`src/rtl/l1_i_pkg.sv`:
```
// Shared definitions for the L1 instruction fetch path: state encodings, default
// address split and the queue entry layout used by the fetch unit and its queue.
package l1_i_pkg;

    localparam int unsigned ADDR_W   = 32;
    localparam int unsigned TNUM_DEF = 21;
    localparam int unsigned INUM_DEF = 5;
    localparam int unsigned OFFW_DEF = 4;

    // PC field positions, shared with the controller and data array
    localparam int unsigned TAG_LSB  = ADDR_W - TNUM_DEF;
    localparam int unsigned IDX_LSB  = TAG_LSB - INUM_DEF;
    localparam int unsigned WORD_LSB = 2;

    typedef enum logic [1:0] {
        F_IDLE  = 2'd0,
        F_REQ   = 2'd1,
        F_WAIT  = 2'd2,
        F_FLUSH = 2'd3
    } f_state_e;

    typedef struct packed {
        logic [ADDR_W-1:0] pc;
        logic [ADDR_W-1:0] instr;
    } fq_entry_t;

    function automatic logic [ADDR_W-1:0] word_align(input logic [ADDR_W-1:0] a);
        return a & ~ADDR_W'(3);
    endfunction

endpackage

```
`src/rtl/l1_i_fetch_unit_if.sv`:
```
// Fetch unit bus: lookup/flush toward the I-cache controller, redirect/fence from
// the core, and the instruction queue head toward decode.
interface l1_i_fetch_unit_if
    import l1_i_pkg::*;
#(
    parameter int unsigned TNUM = TNUM_DEF,
    parameter int unsigned INUM = INUM_DEF,
    parameter int unsigned OFFW = OFFW_DEF
);
    logic [TNUM-1:0]   tag_o;
    logic [INUM-1:0]   index_o;
    logic              read_o;
    logic              flush_o;
    logic              stall_i;
    logic              miss_i;
    logic [OFFW-1:0]   word_o;
    logic [ADDR_W-1:0] instr_i;
    logic              redirect_i;
    logic [ADDR_W-1:0] redirect_pc_i;
    logic              fence_i_i;
    logic              fence_busy_o;
    logic              inst_valid_o;
    logic [ADDR_W-1:0] inst_o;
    logic [ADDR_W-1:0] inst_pc_o;
    logic              inst_ready_i;

    modport master (
        output tag_o, index_o, read_o, flush_o, word_o, fence_busy_o,
               inst_valid_o, inst_o, inst_pc_o,
        input  stall_i, miss_i, instr_i, redirect_i, redirect_pc_i,
               fence_i_i, inst_ready_i
    );

    modport slave (
        input  tag_o, index_o, read_o, flush_o, word_o, fence_busy_o,
               inst_valid_o, inst_o, inst_pc_o,
        output stall_i, miss_i, instr_i, redirect_i, redirect_pc_i,
               fence_i_i, inst_ready_i
    );

endinterface

```
`src/rtl/l1_i_fetch_unit_fetch_queue.sv`:
```
// Small synchronous FIFO of {pc, instr} between fetch and decode; clear empties it
// in one cycle and takes priority over push/pop.
module fetch_queue
    import l1_i_pkg::*;
#(
    parameter int unsigned QDEPTH = 4
) (
    input  logic                     clk,
    input  logic                     nrst,
    input  logic                     push,
    input  logic                     pop,
    input  logic                     clear,
    input  fq_entry_t                din,
    output fq_entry_t                dout,
    output logic [$clog2(QDEPTH):0]  count
);
    localparam int unsigned AW = $clog2(QDEPTH);

    fq_entry_t        mem [QDEPTH];
    logic [AW-1:0]    rd_ptr;
    logic [AW-1:0]    wr_ptr;

    always_ff @(posedge clk or negedge nrst) begin
        if (!nrst) begin
            rd_ptr <= '0;
            wr_ptr <= '0;
            count  <= '0;
        end else if (clear) begin
            rd_ptr <= '0;
            wr_ptr <= '0;
            count  <= '0;
        end else begin
            if (push) wr_ptr <= wr_ptr + 1'b1;
            if (pop)  rd_ptr <= rd_ptr + 1'b1;
            if (push && !pop)      count <= count + 1'b1;
            else if (pop && !push) count <= count - 1'b1;
        end
    end

    // Storage carries no reset; validity is tracked by count alone
    always_ff @(posedge clk) begin
        if (push && !clear) mem[wr_ptr] <= din;
    end

    assign dout = mem[rd_ptr];

endmodule

```
`src/rtl/l1_i_fetch_unit.sv`:
```
// Instruction fetch stage in front of the L1 I-cache controller: one lookup at a time,
// redirect/fence.i handling, instruction queue to decode. Optional FETCH_PERF_CNT_EN.
module l1_i_fetch_unit
    import l1_i_pkg::*;
#(
    parameter int unsigned       TNUM     = TNUM_DEF,
    parameter int unsigned       INUM     = INUM_DEF,
    parameter int unsigned       OFFW     = OFFW_DEF,
    parameter int unsigned       QDEPTH   = 4,
    parameter logic [ADDR_W-1:0] RESET_PC = 32'h0000_0000
) (
    input  logic               clk,
    input  logic               nrst,
    l1_i_fetch_unit_if.master  bus
`ifdef FETCH_PERF_CNT_EN
    ,
    output logic [31:0]        fetch_cnt_o,
    output logic [31:0]        miss_cnt_o
`endif
);
    localparam int unsigned CW     = $clog2(QDEPTH);
    localparam logic [CW:0] Q_FULL = (CW+1)'(QDEPTH);

    f_state_e          state, state_nxt;
    logic [ADDR_W-1:0] pc, lk_pc, addr, redir_pc;
    logic              discard, fence_pend;
    logic              read_req, flush_req, lookup_done;
    logic              push, pop;
    logic [CW:0]       count;
    fq_entry_t         push_entry, head;

    assign redir_pc = word_align(bus.redirect_pc_i);

    always_comb begin
        state_nxt   = state;
        read_req    = 1'b0;
        flush_req   = 1'b0;
        lookup_done = 1'b0;
        unique case (state)
            F_IDLE: begin
                if (fence_pend && !bus.stall_i)
                    state_nxt = F_FLUSH;
                else if (count < Q_FULL && !bus.stall_i)
                    state_nxt = F_REQ;
            end
            F_REQ: begin
                read_req  = 1'b1;
                state_nxt = F_WAIT;
            end
            F_WAIT: begin
                if (!bus.stall_i) begin
                    lookup_done = 1'b1;
                    state_nxt   = F_IDLE;
                end
            end
            F_FLUSH: begin
                flush_req = 1'b1;
                state_nxt = F_IDLE;
            end
            default: state_nxt = F_IDLE;
        endcase
    end

    // A redirect on the completion cycle drops the word just like a pending discard
    assign push = lookup_done && !discard && !bus.redirect_i;
    assign pop  = bus.inst_valid_o && bus.inst_ready_i && !bus.redirect_i;

    always_ff @(posedge clk or negedge nrst) begin
        if (!nrst) begin
            state      <= F_IDLE;
            pc         <= RESET_PC;
            discard    <= 1'b0;
            fence_pend <= 1'b0;
        end else begin
            state <= state_nxt;
            if (bus.redirect_i) pc <= redir_pc;
            else if (push)      pc <= pc + 32'd4;
            if (lookup_done)
                discard <= 1'b0;
            else if (bus.redirect_i && (state == F_REQ || state == F_WAIT))
                discard <= 1'b1;
            if (bus.fence_i_i)         fence_pend <= 1'b1;
            else if (state == F_FLUSH) fence_pend <= 1'b0;
        end
    end

    // Lookup address is frozen at issue so a redirect cannot disturb a lookup in flight
    always_ff @(posedge clk) begin
        if (state == F_IDLE && state_nxt == F_REQ)
            lk_pc <= bus.redirect_i ? redir_pc : pc;
    end

    assign addr = (state == F_REQ || state == F_WAIT) ? lk_pc : pc;

    assign push_entry = '{pc: lk_pc, instr: bus.instr_i};

    fetch_queue #(.QDEPTH(QDEPTH)) u_queue (
        .clk   (clk),
        .nrst  (nrst),
        .push  (push),
        .pop   (pop),
        .clear (bus.redirect_i),
        .din   (push_entry),
        .dout  (head),
        .count (count)
    );

    assign bus.tag_o        = addr[ADDR_W-1 -: TNUM];
    assign bus.index_o      = addr[ADDR_W-1-TNUM -: INUM];
    assign bus.word_o       = addr[WORD_LSB +: OFFW];
    assign bus.read_o       = read_req;
    assign bus.flush_o      = flush_req;
    assign bus.fence_busy_o = fence_pend || (state == F_FLUSH);
    assign bus.inst_valid_o = (count != '0);
    assign bus.inst_o       = bus.inst_valid_o ? head.instr : '0;
    assign bus.inst_pc_o    = bus.inst_valid_o ? head.pc    : '0;

`ifdef FETCH_PERF_CNT_EN
    always_ff @(posedge clk or negedge nrst) begin
        if (!nrst) begin
            fetch_cnt_o <= '0;
            miss_cnt_o  <= '0;
        end else begin
            if (push)       fetch_cnt_o <= fetch_cnt_o + 32'd1;
            if (bus.miss_i) miss_cnt_o  <= miss_cnt_o + 32'd1;
        end
    end

    logic unused_bits;
    assign unused_bits = ^addr[1:0];
`else
    logic unused_bits;
    assign unused_bits = ^{addr[1:0], bus.miss_i};
`endif

endmodule
```
`src/flat_wrapper.sv`:
```
// flat-port wrapper written by rule: the top's interface ports become plain ports
module l1_i_fetch_unit_flat import l1_i_pkg::*;
#(
    parameter int unsigned       TNUM     = TNUM_DEF,
    parameter int unsigned       INUM     = INUM_DEF,
    parameter int unsigned       OFFW     = OFFW_DEF,
    parameter int unsigned       QDEPTH   = 4,
    parameter logic [ADDR_W-1:0] RESET_PC = 32'h0000_0000
)
  (clk, nrst, bus_tag_o, bus_index_o, bus_read_o, bus_flush_o, bus_word_o, bus_fence_busy_o, bus_inst_valid_o, bus_inst_o, bus_inst_pc_o, bus_stall_i, bus_miss_i, bus_instr_i, bus_redirect_i, bus_redirect_pc_i, bus_fence_i_i, bus_inst_ready_i);
  l1_i_fetch_unit_if #(.TNUM(TNUM), .INUM(INUM), .OFFW(OFFW)) bus_i ();
  input  logic clk;
  input  logic nrst;
  output wire logic [$bits(bus_i.tag_o)-1:0] bus_tag_o;
  output wire logic [$bits(bus_i.index_o)-1:0] bus_index_o;
  output wire logic [$bits(bus_i.read_o)-1:0] bus_read_o;
  output wire logic [$bits(bus_i.flush_o)-1:0] bus_flush_o;
  output wire logic [$bits(bus_i.word_o)-1:0] bus_word_o;
  output wire logic [$bits(bus_i.fence_busy_o)-1:0] bus_fence_busy_o;
  output wire logic [$bits(bus_i.inst_valid_o)-1:0] bus_inst_valid_o;
  output wire logic [$bits(bus_i.inst_o)-1:0] bus_inst_o;
  output wire logic [$bits(bus_i.inst_pc_o)-1:0] bus_inst_pc_o;
  input wire logic [$bits(bus_i.stall_i)-1:0] bus_stall_i;
  input wire logic [$bits(bus_i.miss_i)-1:0] bus_miss_i;
  input wire logic [$bits(bus_i.instr_i)-1:0] bus_instr_i;
  input wire logic [$bits(bus_i.redirect_i)-1:0] bus_redirect_i;
  input wire logic [$bits(bus_i.redirect_pc_i)-1:0] bus_redirect_pc_i;
  input wire logic [$bits(bus_i.fence_i_i)-1:0] bus_fence_i_i;
  input wire logic [$bits(bus_i.inst_ready_i)-1:0] bus_inst_ready_i;
  assign bus_tag_o = bus_i.tag_o;
  assign bus_index_o = bus_i.index_o;
  assign bus_read_o = bus_i.read_o;
  assign bus_flush_o = bus_i.flush_o;
  assign bus_word_o = bus_i.word_o;
  assign bus_fence_busy_o = bus_i.fence_busy_o;
  assign bus_inst_valid_o = bus_i.inst_valid_o;
  assign bus_inst_o = bus_i.inst_o;
  assign bus_inst_pc_o = bus_i.inst_pc_o;
  assign bus_i.stall_i = bus_stall_i;
  assign bus_i.miss_i = bus_miss_i;
  assign bus_i.instr_i = bus_instr_i;
  assign bus_i.redirect_i = bus_redirect_i;
  assign bus_i.redirect_pc_i = bus_redirect_pc_i;
  assign bus_i.fence_i_i = bus_fence_i_i;
  assign bus_i.inst_ready_i = bus_inst_ready_i;
  l1_i_fetch_unit #(.TNUM(TNUM), .INUM(INUM), .OFFW(OFFW), .QDEPTH(QDEPTH), .RESET_PC(RESET_PC)) u_core (.clk(clk), .nrst(nrst), .bus(bus_i));
endmodule
```
`config.mk`:
```
export PLATFORM = sky130hd
export DESIGN_NAME = l1_i_fetch_unit_flat
export DESIGN_NICKNAME = d
export VERILOG_FILES = /design/src/rtl/l1_i_pkg.sv /design/src/rtl/l1_i_fetch_unit_if.sv /design/src/rtl/l1_i_fetch_unit_fetch_queue.sv /design/src/rtl/l1_i_fetch_unit.sv /design/src/flat_wrapper.sv
export SDC_FILE = /design/constraint.sdc
export NUM_CORES = 1
export LEC_CHECK = 0
export CORE_MARGIN = 8
export CORE_UTILIZATION = 52
export DETAILED_ROUTE_END_ITERATION = 12
export DONT_BUFFER_PORTS = 1
export PLACE_DENSITY = 0.74
export REMOVE_ABC_BUFFERS = 1
export SYNTH_ARGS = -nofsm -noshare
export SYNTH_HDL_FRONTEND = slang
export SYNTH_HIERARCHICAL = 1
export SYNTH_SLANG_ARGS = --single-unit
```
`constraint.sdc`:
```
create_clock -name clk -period 4.04 [get_ports clk]
set_clock_uncertainty 0.2 [all_clocks]
set_input_delay 1.212 -clock clk [delete_from_list [all_inputs] [get_ports clk]]
set_output_delay 1.212 -clock clk [all_outputs]
set_load 0.05 [all_outputs]
```
; Word level (Yosys, flattened, before mapping)
; Memory sizes are Yosys's and may differ from the RTL's.
; Cells that the tools add are included.
[op_classes]
addsub = 5
multipliers = 0
n_div = 0
n_lt_le_gt_ge = 1
eq_ne = 4
n_shift = 0
muxes = 27
bitwise_logic = 0
n_reduce_logical = 25
[ops]
columns = op, n
row1 = 32-bit two-way mux, 6
row2 = "32-bit by 3-bit adder with 32-bit output, second input constant", 1
row3 = 2-bit two-way mux, 7
row4 = 1-bit logical AND, 11
row5 = 1-bit two-way mux, 10
row6 = 3-bit two-way mux, 3
row7 = 2-bit case mux with 4 select lines, 1
row8 = 2-bit nonzero test, 4
row9 = 3-bit nonzero test, 2
row10 = 1-bit zero test, 5
row11 = "2-bit by 1-bit adder with 2-bit output, second input constant", 2
row12 = "2-bit by 1-bit == test with 1-bit output, second input constant", 2
row13 = "2-bit == test, second input constant", 2
row14 = "3-bit by 1-bit adder with 3-bit output, second input constant", 1
row15 = "3-bit less-than comparator, second input constant", 1
row16 = "3-bit by 1-bit subtractor with 3-bit output, second input constant", 1
row17 = 2-bit zero test, 1
row18 = 1-bit logical OR, 2
[word_totals]
regBits = 75
latch_bits = 0
ramBits = 256
romBits = 0
in_bits = 71
out_inout_bits = 98
word_cells = 72
n_memories = 1
[mem_list]
columns = memory, depth, word_bits, rd, rd_ports_with_merged_regs, write_ports, line_no
row1 = u_core.u_queue.mem, 4, 64, 1, 0, 1, l1_i_fetch_unit_fetch_queue.sv:19  ; fq_entry_t mem [QDEPTH];

; Longest topological paths before layout
; Gate-level depths: netlist of run 1.
[depth]
depth_word = 9
ltp_mapped = 11
mapped_depth_nobuf = 9

; By module
; Netlist of run 1, hierarchy kept.
[modules_own_cells]
columns = module, instances, cells_each, area_each_um2, seq_area_each_um2
row1 = fetch_queue, 1, 377, 9661.8, 7862.5
row2 = l1_i_fetch_unit, 1, 451, 4149.0, 1751.7

; Worst setup path before layout of run 1
; OpenSTA, ideal clock, no wires.
[synth_path]
kind = in2reg
startpoint = input port bus_stall_i
endpoint = memory u_core/u_queue/mem[0][0] in the netlist's numbering, enable pin
setup_ns = 0.429
arrival_time_ns = 3.894
required_time_ns = 3.411
slack_ns = -0.483
path_stages = 7
n_path_buf = 3
path_cell_list = buf_6 > or3b_1 > clkbuf_1 > nor2_1 > buf_2 > nor2b_1 > and2_1
[synth_between]
elab_chain_cells = 7
[synth_lines]
columns = element, line_no
row1 = start: declaration, flat_wrapper.sv:23  ; input wire logic [$bits(bus_i.stall_i)-1:0] bus_stall_i;
row2 = 1-bit two-way mux, l1_i_fetch_unit.sv:51  ; if (!bus.stall_i) begin
row3 = 1-bit two-way mux, l1_i_fetch_unit.sv:39  ; unique case (state)
row4 = 1-bit logical AND (2 in a row), l1_i_fetch_unit.sv:65  ; assign push = lookup_done && !discard && !bus.redirect_i;
row5 = via u_core.push, l1_i_fetch_unit.sv:28  ; logic push, pop;
row6 = 1-bit logical AND, l1_i_fetch_unit_fetch_queue.sv:42  ; if (push && !clear) mem[wr_ptr] <= din;
row7 = 1-bit two-way mux, l1_i_fetch_unit_fetch_queue.sv:42
row8 = 1-bit two-way mux (not written as such), l1_i_fetch_unit_fetch_queue.sv:42
row9 = end: declaration, l1_i_fetch_unit_fetch_queue.sv:19
; The timed path passes the listed nets, and every way through them passes these cells.

==> out/results.ini, run 1 <==
[floorplan]
start_util_pct=53.0
die_area_um2=32000
die_w_um=179
fp.coreArea_um2=26100
rows=59
io_pins=169
die_height_um=179

[global_routing]
grt-busiest-layer=met2
antenna_found_initial=1
grt_first_pass_wirelength_um=44300
use_met3_pct=5.35
grt_overflow_total=0
grt_max_degree=78
use_met2_pct=30.2
grtUsageMet1_pct=23.6
grt_usage_pct=18.2
grt_pass1_vias=7380

[route]
wire_per_inst_um=23.9
drc=0
detail-route-antenna-nets=0
vias=7243
drt-total-wl_um=29200
avgViaCountPerCell=5.93
drtPass1Iterations=4
drtIter0Drc=585

[pwr]
leakagePower_nw=5.09
power_mw=10.3
powerDensity_nw_per_um2=666
ir_worst_vdd_mv=0.918

[setup_path]
cp-start-kind=flop
timing.rr.start=u_core/state[0]
crit_start=u_core/u_queue/rd_ptr[0]
critPathMaxFanout=20
crit_arrival_ps=2410
worstSetupEndpointType=output port
critPathKind=reg2out
cp_data_required_time_ps=2630

[yosys]
synth.distinct_cells=62
ys_ff_latch=327
ys_async_sr_fraction_pct=12.5
synth.cell_area_um2=13800
ys.flop_type=edfxtp_1
synth_top_area_share_pct=62.2
yosys.cell_count.top_type=edfxtp_1
avgSynthCellArea_um2=16.7
netlist_instances=828
yosys-top-cells-area=edfxtp_1, mux4_2, dfrtp_1, and2_1, mux2_2
ys_top_cells_by_count=edfxtp_1, and2_1, mux4_2
ys_warn_count=6
yosysTopAreaCell=edfxtp_1
synth-edff-count=286
yosysSeqAreaShare_pct=69.6

[run_status]
status=finished, final reports clean

[timing]
relSlewSlack_pct=34.0
worst_pin_slew_ps=991
fin_tns_setup_ps=0
period_share_pct=94.5
hold_violations=0
maxSlewViolCount=0
period_needed_ps=3820
max_freq_mhz=262
rsz0062_at_grt=no
setup_viol=0

[min_path]
hp-class=in2async

[placed_design]
dp.final_hpwl_um=19100
placed_cell_area_um2=14400
port_buffers=0
gp_congestion=0.840

[clocking]
htreeDepth=2
cts_buffers=35
post_cts_buffers=0
clkTransAtPathRegs_ps=60
cts_hold_buf=0
cts_root_buf=clkbuf_16
insertion_delay_ps=500
clkSinkCount=327
clock_path_buffers=3
cts_tree=built
cts-resized-gates=0

[cells_and_area]
register_area_um2=9620
layout.nets=942
fillers=1937
stdcell_area_um2=15500
final_layout_size_suffix_gt1_share_pct=21.6
diodes=0
multi_input_area_um2=3860
syn2layout_area_growth_pct=12.4

[run]
cap_violations=0

area by class of cell:
type                       count  area share [%]
sequential                   327            62.0
tap                          335            2.70
clock inverter                12           0.701
inverter                      25           0.604
timing repair buffer          36            2.71
multi-input combinational    436            24.9
clock buffer                  51            6.43
state kept, by name, summed over array words and instances, names as in the netlist:
| name | flops |
|---|---|
| u_core/u_queue/mem | 256 |
| u_core/lk_pc | 30 |
| u_core/pc | 30 |
| u_core/u_queue/count | 3 |
| u_core/state | 2 |
| u_core/u_queue/rd_ptr | 2 |
| u_core/u_queue/wr_ptr | 2 |
| u_core/discard | 1 |
| u_core/fence_pend | 1 |
metrics by stage:
step | setup WS, ps | hold slack [ps] | std cells | utilization, %
after floorplan | -930 | 276 | 788 | -
after detailed placement | 656 | 314 | 1159 | 55.3
after global routing | 33.9 | 176 | 1222 | 59.6
after global placement | 669 | 298 | 1159 | 55.3
after CTS | 139 | 180 | 1222 | 59.6
final | 221 | 210 | 1222 | 59.6
cells in the final DEF, fill, tap and decap left out, types with 3 or more instances in the layout:
master	count
nor4_1	7
nor2_1	26
or4_1	11
mux2_2	26
clkbuf_16	37
mux4_2	64
nand4_1	12
xnor2_1	13
nand2_1	50
clkinv_1	6
nor3_1	4
buf_4	24
a21oi_1	5
and2_4	4
o21ai_1	17
inv_1	24
a31oi_1	11
buf_12	12
and3_1	7
and2_1	65
conb_1	8
ha_1	8
clkinv_2	3
clkbuf_1	12
nor2b_1	3
o21ai_0	28
edfxtp_1	286
nand3_1	18
dfrtp_1	39
o31ai_1	9
metal layers:
layer / wire length (um) / vias to the layer above / share of wire, %
met5: 8 / - / 0.027
met4: 415 / 2 / 1.4
met3: 2410 / 41 / 8.2
met2: 14400 / 229 / 49
met1: 12000 / 3692 / 41
li1: - / 3279 / -
power by group:
part | internal [mW] | switching [mW]
sequential | 3.89 | 0.174
combinational | 0.770 | 2.45
clock | 1.84 | 1.21
cells by family after synthesis:
| group | synth area share (%) |
|---|---|
| AOI/OAI and AO/OA | 3.63 |
| xor gates and xnor gates | 0.951 |
| adders and majority gates | 0.960 |
| buffers and inverters | 2.69 |
| DFF | 69.6 |
| muxes | 12.7 |
| other | 0.0272 |
| and+or+nand+nor | 9.41 |
worst max-delay path: stages (launching register included):
cell and delay (ps):
dfrtp_4 730, buf_4 290, mux4_2 540, and2_1 330
path summary, 6_finish.rpt:
path                                             endpoint  slack (ps)  depth (start not counted)
worst max-delay path                    bus_inst_pc_o[12]         220                          3
worst min-delay path                      u_core/state[0]         210                          0
worst max register to register  u_core/u_queue/mem[2][49]         950                          7
worst min register to register  u_core/u_queue/mem[1][50]         310                          0
max in group asynchronous        u_core/u_queue/rd_ptr[1]        3320                          0
min in group clk                u_core/u_queue/mem[1][50]         310                          0
(Power assumes the default switching activity.)
==> inputs of run 2 (changes only) <==
--- a/config.mk
+++ b/config.mk
@@ -5,12 +5,14 @@
 export SDC_FILE = /design/constraint.sdc
 export NUM_CORES = 1
 export LEC_CHECK = 0
+export ABC_AREA = 1
 export CORE_MARGIN = 8
 export CORE_UTILIZATION = 52
 export DETAILED_ROUTE_END_ITERATION = 12
 export DONT_BUFFER_PORTS = 1
 export PLACE_DENSITY = 0.74
 export REMOVE_ABC_BUFFERS = 1
+export SKIP_LAST_GASP = 1
 export SYNTH_ARGS = -nofsm -noshare
 export SYNTH_HDL_FRONTEND = slang
 export SYNTH_HIERARCHICAL = 1
==> out/results.ini, run 2 <==
[run_status]
status=finished, final reports clean

[pwr]
leakagePower_nw=6.41  ; +26%
combPwrFrac_pct=38.8  ; +7.6 points
switchingPower_mw=4.88  ; +27%
power.share.switching_pct=41.4  ; +4.3 points
powerDensity_nw_per_um2=707  ; +6.2%
ir_worst_vdd_mv=0.843  ; -8.1%
p_int_mw=6.90  ; +6.1%
clockPowerShare_pct=25.7  ; -3.8 points
p_seq_share_pct=35.5  ; -3.8 points

[floorplan]
rows=61  ; +3.4%
fp.coreArea_um2=27600  ; +5.7%
die_w_um=183  ; +2.1%
die_height_um=183  ; +2.1%
io_pins=169  ; unchanged
die_area_um2=33400  ; +4.1%
start_util_pct=52.4  ; -0.59 points

[yosys]
synth_compound_area_share_pct=11.1  ; +7.5 points
ys_ff_latch=327  ; unchanged
synth_adder_area_share_pct=0.918  ; -0.042 points
ys_async_sr_fraction_pct=12.5  ; unchanged
synth.distinct_cells=37  ; -40%
ys_top_cells_by_count=edfxtp_1, nor2_1, nand2_1
yosys.area_share.xor_xnor_pct=0.182  ; -0.77 points
netlist_instances=1374  ; +66%
synth-edff-count=286  ; unchanged
synthMuxAreaShare_pct=0.0780  ; -13 points
ys_warn_count=6  ; unchanged
ys.flop_type=edfxtp_1
synth.cell_area_um2=14400  ; +4.6%
synth-simple-area-share_pct=14.7  ; +5.3 points
yosysSeqAreaShare_pct=66.6  ; -3.0 points
yosys-top-cells-area=edfxtp_1, dfrtp_1, nor2_1, o21ai_0, nand2_1
synth_top_area_share_pct=59.5  ; -2.7 points
synth_top_family_by_area=simple AND/OR/NAND/NOR gates
yosys.cell_count.top_type=edfxtp_1
avgSynthCellArea_um2=10.5  ; -37%
yosysTopAreaCell=edfxtp_1

[clocking]
cts_hold_buf=0  ; unchanged
insertion_delay_ps=500  ; about the same
clkSinkCount=327  ; unchanged
clkTransAtPathRegs_ps=60  ; about the same
clock_path_buffers=3  ; unchanged
htreeDepth=2  ; unchanged
cts_buffers=34  ; -2.9%
cts_tree=built
cts_root_buf=clkbuf_16

[placed_design]
dpl.cell_count=1805  ; +56%
port_buffers=0  ; unchanged
dpl_worst_slack_ps=545  ; -111 ps
dp.final_hpwl_um=21600  ; +13%
gp_congestion=0.903  ; +7.5%

[setup_path]
crit_start=u_core/u_queue/rd_ptr[0]
cp-start-kind=flop
worstSetupEndpointType=output port
crit_arrival_ps=2510  ; +100 ps
reg2reg_to=u_core/u_queue/mem[0][50]
cp-endpoint=bus_inst_pc_o[16]
r2r_slack_ps=1270  ; +320 ps
cp_data_required_time_ps=2630  ; about the same
critPathMaxFanout=36  ; +80%
timing.rr.start=u_core/state[0]
critPathKind=reg2out
reg2reg_depth=9  ; +2

[route]
avgViaCountPerCell=5.47  ; -7.8%
wire_per_inst_um=18.4  ; -23%
drt-total-wl_um=34400  ; +18%
vias=10200  ; +41%
detail-route-antenna-nets=0  ; unchanged
drtPass1Iterations=6  ; +2
drtIter0Drc=794  ; +36%
drc=0  ; unchanged

[global_routing]
grt_usage_pct=20.6  ; +2.4 points
grt_max_degree=107  ; +37%
grt_first_pass_wirelength_um=54300  ; +23%
antenna_found_initial=1  ; unchanged
grt_pass1_vias=9942  ; +35%
grt_overflow_total=0  ; unchanged

[cells_and_area]
largest_reg_flops=256  ; unchanged
register_area_um2=9620  ; about the same
fillers=2248  ; +16%
final_cell_mix=edfxtp_1, nor2_1, nand2_1
layout.nets=1544  ; +64%
syn2layout_area_growth_pct=15.3
instances_no_fill=1867  ; +53%
layout_commonest_cell=edfxtp_1
multi_input_area_um2=3980  ; +3.0%
regMostFlops=u_core/u_queue/mem
final_layout_size_suffix_gt1_share_pct=13.2  ; -8.5 points
top_regs=u_core/u_queue/mem x256, u_core/lk_pc x30, u_core/pc x30

[timing]
rsz0062_at_grt=no
maxSlewViolCount=0  ; unchanged
period_share_pct=97.0  ; +2.5 points
fin_tns_setup_ps=0  ; unchanged
whs_ps=205  ; -4.96 ps
max_freq_mhz=255  ; -2.6%
setup_viol=0  ; unchanged
relSlewSlack_pct=56.8  ; +23 points
fin_ws_ps=121  ; -100 ps
hold_violations=0  ; unchanged
worst_pin_slew_ps=647  ; -343 ps
period_needed_ps=3920  ; +100 ps

[min_path]
hp-class=in2async

[run]
cap_violations=0  ; unchanged

## run 2: cell count changes after synthesis, moves of 68 or more
cell / before / now
nor2_1: 26 / 259
nand2_1: 50 / 192
o21ai_0: 43 / 162
inv_1: 24 / 128
and2_1: 69 / 1
## run 2: power groups by stage
stage	clock network (mW)	registers [mW]	logic (mW)
2_1_floorplan	0	4.21	3.10
3_3_place_gp	0	4.23	4.56
3_5_place_dp	0	4.24	4.60
4_1_cts	3.07	4.18	4.62
5_1_grt	3.22	4.21	4.89
6_report	3.03	4.18	4.56
## run 2: area by class of cell
type                    instances  share of cell area, %
multi-input cells             849                   23.9
repair buffers                117                   5.95
inverters                     134                   3.05
flip-flops and latches        327                   57.8
clock buffers                  41                   5.40
clock inverters                20                   1.06
diodes                          1                 0.0150
well taps                     378                   2.84
## run 2: worst min path at each step
| stage | startpoint | end | slack, ps | depth (start not counted) |
|---|---|---|---|---|
| after floorplan | u_core/pc[31] | u_core/pc[31] | 250 | 2 |
| after global placement | u_core/pc[31] | u_core/pc[31] | 260 | 2 |
| after detailed placement | u_core/pc[31] | u_core/pc[31] | 270 | 2 |
| after CTS | nrst | u_core/state[0] | 180 | 0 |
| after global routing | nrst | u_core/u_queue/count[1] | 180 | 0 |
| final | nrst | u_core/state[0] | 200 | 0 |
## run 2: timing repair
action	4_1_cts	5_1_grt
setup endpoints to repair	0	19
resized for setup	0	1
setup buffers	0	0
endpoints found under the hold margin	0	0
## run 2: worst max-delay path, cell delays in order (launching register included)
cell and delay [ps]:
dfrtp_4 640, inv_6 320, buf_4 280, o21ai_1 90, o22ai_1 130, inv_1 60, nor2_1 220, buf_4 250
## run 2: metrics by stage
step / util [%] / power (mW) / instance area [um2]
floorplan: - / 7.30 / 14100
global placement: 56.5 / 8.79 / 15600
detailed placement: 56.5 / 8.85 / 15600
CTS: 60.4 / 11.9 / 16600
global route: 60.4 / 12.3 / 16700
finish: 60.4 / 11.8 / 16700
## run 2: metal layers
layer	vias to the layer above	share of wire, %	track usage (%)
li1	4882	-	-
met1	4902	41	25.8
met2	364	48	34.9
met3	59	9.0	5.63
met4	0	1.9	5.48
met5	-	0	0
## run 2: cells by family after synthesis
family	after synthesis
xor+xnor	3
flops	327
mux	1
fa+ha+maj	10
other cells	1
simple gates	526
buf+inv	205
compound gates	301
==> inputs of run 3 (changes only) <==
--- a/config.mk
+++ b/config.mk
@@ -13,6 +13,7 @@
 export PLACE_DENSITY = 0.74
 export REMOVE_ABC_BUFFERS = 1
 export SKIP_LAST_GASP = 1
+export SLEW_MARGIN = 20
 export SYNTH_ARGS = -nofsm -noshare
 export SYNTH_HDL_FRONTEND = slang
 export SYNTH_HIERARCHICAL = 1
==> results of run 3 <==
The final DEF is identical to that of run 2; final timing and power are the same.
==> RTL change, RTL diff (flow settings as in run 2) <==
Encoding of `f_state_e`: now one-hot (4 bits for 4 states).
--- a/src/rtl/l1_i_pkg.sv
+++ b/src/rtl/l1_i_pkg.sv
@@ -14,7 +14,7 @@
 
-    typedef enum logic [1:0] {
-        F_IDLE  = 2'd0,
-        F_REQ   = 2'd1,
-        F_WAIT  = 2'd2,
-        F_FLUSH = 2'd3
+    typedef enum logic [3:0] {
+        F_IDLE  = 4'b0001,
+        F_REQ   = 4'b0010,
+        F_WAIT  = 4'b0100,
+        F_FLUSH = 4'b1000
     } f_state_e;
Check against the original RTL: no difference found for any inputs over 4 cycles, from zero or initial values and one cycle with nrst low; so few cycles prove little.
==> RTL change against run 2 <==
Design area is 1.4% higher. Critical path type unchanged. Critical path depth is 1 lower. Synthesized cell count is 1.0% lower. Worst setup slack better by 0.096 ns. Sequential cell count is 2 higher. Critical endpoint is now bus_inst_pc_o[19]. Wire length is 0.82% higher. Synthesized area is 0.26% higher.
Power is not compared: it rests on default switching activity, and its combinational part moved more than twofold at a synthesized area within 25%.
==> RTL change: results (changes against run 2) <==
metric,value,unit,change
critPathMaxFanout,64,,+78%
reg_top3,"u_core/u_queue/mem x256, u_core/lk_pc x30, u_core/pc x30",,
finalNetCount,1530,,-0.91%
firstDrtPassIters,5,,-1
total_leakage_power,6.55,nW,
clockBufferDepth,3,,unchanged
grtUsageTotal,0.207,,+0.000431
synth_common_cells,"edfxtp_1, nor2_1, nand2_1",,
vias,10200,,-0.098%
antenna_left,0,,unchanged
insertion_delay,0.51,ns,
relSlewSlack,0.481,,-0.0876
routed_wl,34700,µm,+0.82%
post_drt_wl_per_cell,18.7,µm,+1.2%
outcome,finished clean,,
overflow,0,,unchanged
hold_path.class,input port to async pin,,
drive_gt1_frac,0.144,,+0.0121
synth_ff_type,edfxtp_1,,
drt_iter0_markers,715,,-9.9%
io_buffers,0,,unchanged
crit_arrival,2.41,ns,-0.10 ns
fillers,2216,,-1.4%
gp_congestion,0.869,,-3.7%
cts_root_buffer,clkbuf_16,,
async_flop_share,0.131,,+0.00532
vdd_drop_max,0.448,mV,
clkSlewWorstSetupHoldPaths,0.06,ns,about the same
grt_pass1_vias,10200,,+3.0%
grt_pass1_wl,54700,µm,+0.72%
tritoncts.num_buffers,36,,+5.9%
antenna_found_initial,1,,unchanged
yosys_warnings,6,,unchanged
dp_hpwl,21000,µm,-2.7%
ys_seq_area_frac,0.668,,+0.00182
ys_types,43,,+16%
syn_area_per_cell,10.6,µm²,+1.3%
place_inst,1793,,-0.66%
postCtsSetupRepairBufs,0,,unchanged
synth_edf_count,286,,unchanged
cts-resized-gates,0,,unchanged
h-tree-depth,2,,unchanged
synth_area_leaders,"edfxtp_1, dfrtp_1, nor2_1, o21ai_0, nand2_1",,
maxSlewViolCount,0,,unchanged
grt_max_degree,130,,+21%
RTL change: path summary, 6_finish.rpt:
path	startpoint	end	slack (ns)	depth (start not counted)
min	nrst	u_core/state[2]	0.20	0
min reg2reg	u_core/pc[30]	u_core/pc[30]	0.30	2
min in group clk	u_core/pc[30]	u_core/pc[30]	0.30	2
max in group asynchronous	nrst	u_core/state[0]	3.27	0
max reg2reg	u_core/state[1]	u_core/u_queue/mem[0][36]	1.66	6
max	u_core/u_queue/rd_ptr[1]	bus_inst_pc_o[19]	0.22	6
RTL change: worst max-delay path: stages (launching register included):
cell and delay [ns]:
dfrtp_2 0.36, buf_4 0.61, o21ai_0 0.21, o22ai_1 0.19
inv_1 0.06, nor2_1 0.20, buf_4 0.25
RTL change: kinds of logic after synthesis:
group,synth area share
DFF,0.668
other,0.000259
buffers and inverters,0.0655
and+or+nand+nor,0.145
xor gates and xnor gates,0.00544
AOI/OAI and AO/OA,0.110
adders and majority gates,0.00570
RTL change: metrics by stage:
step                      area (µm²)  total power, mW  TNS [ns]  hold slack (ns)  setup slack [ns]
final                          16900             7.99         0            0.198             0.217
after global routing           16900             8.25         0            0.169            0.0430
after CTS                      16900             8.04         0            0.179             0.212
after detailed placement       15700             4.70         0            0.266             0.758
after global placement         15700             4.69         0            0.266             0.774
after floorplan                14100             4.45   -529.19            0.249             -2.38
RTL change: power by group:
group          switching (mW)  internal, mW
clock network            1.29          2.06
logic                   0.569         0.205
registers              0.0831          3.78
RTL change: routing by layer:
metal,part of all wire,routed length [µm],up-vias,global-route usage
met5,0,0,-,0
met4,0.023,799,0,0.0725
met3,0.074,2590,56,0.0495
met2,0.49,17100,341,0.354
met1,0.41,14200,4955,0.254
li1,-,-,4845,-
RTL change: layout make-up:
class                      count  area (µm²)  area share
inverter                     144         546      0.0323
clock buffer                  44         983      0.0582
clock inverter                22         244      0.0144
sequential                   329        9670       0.573
timing repair buffer         115        1040      0.0615
tap                          378         473      0.0280
multi-input combinational    827        3930       0.233
antenna                        1        2.50    0.000148
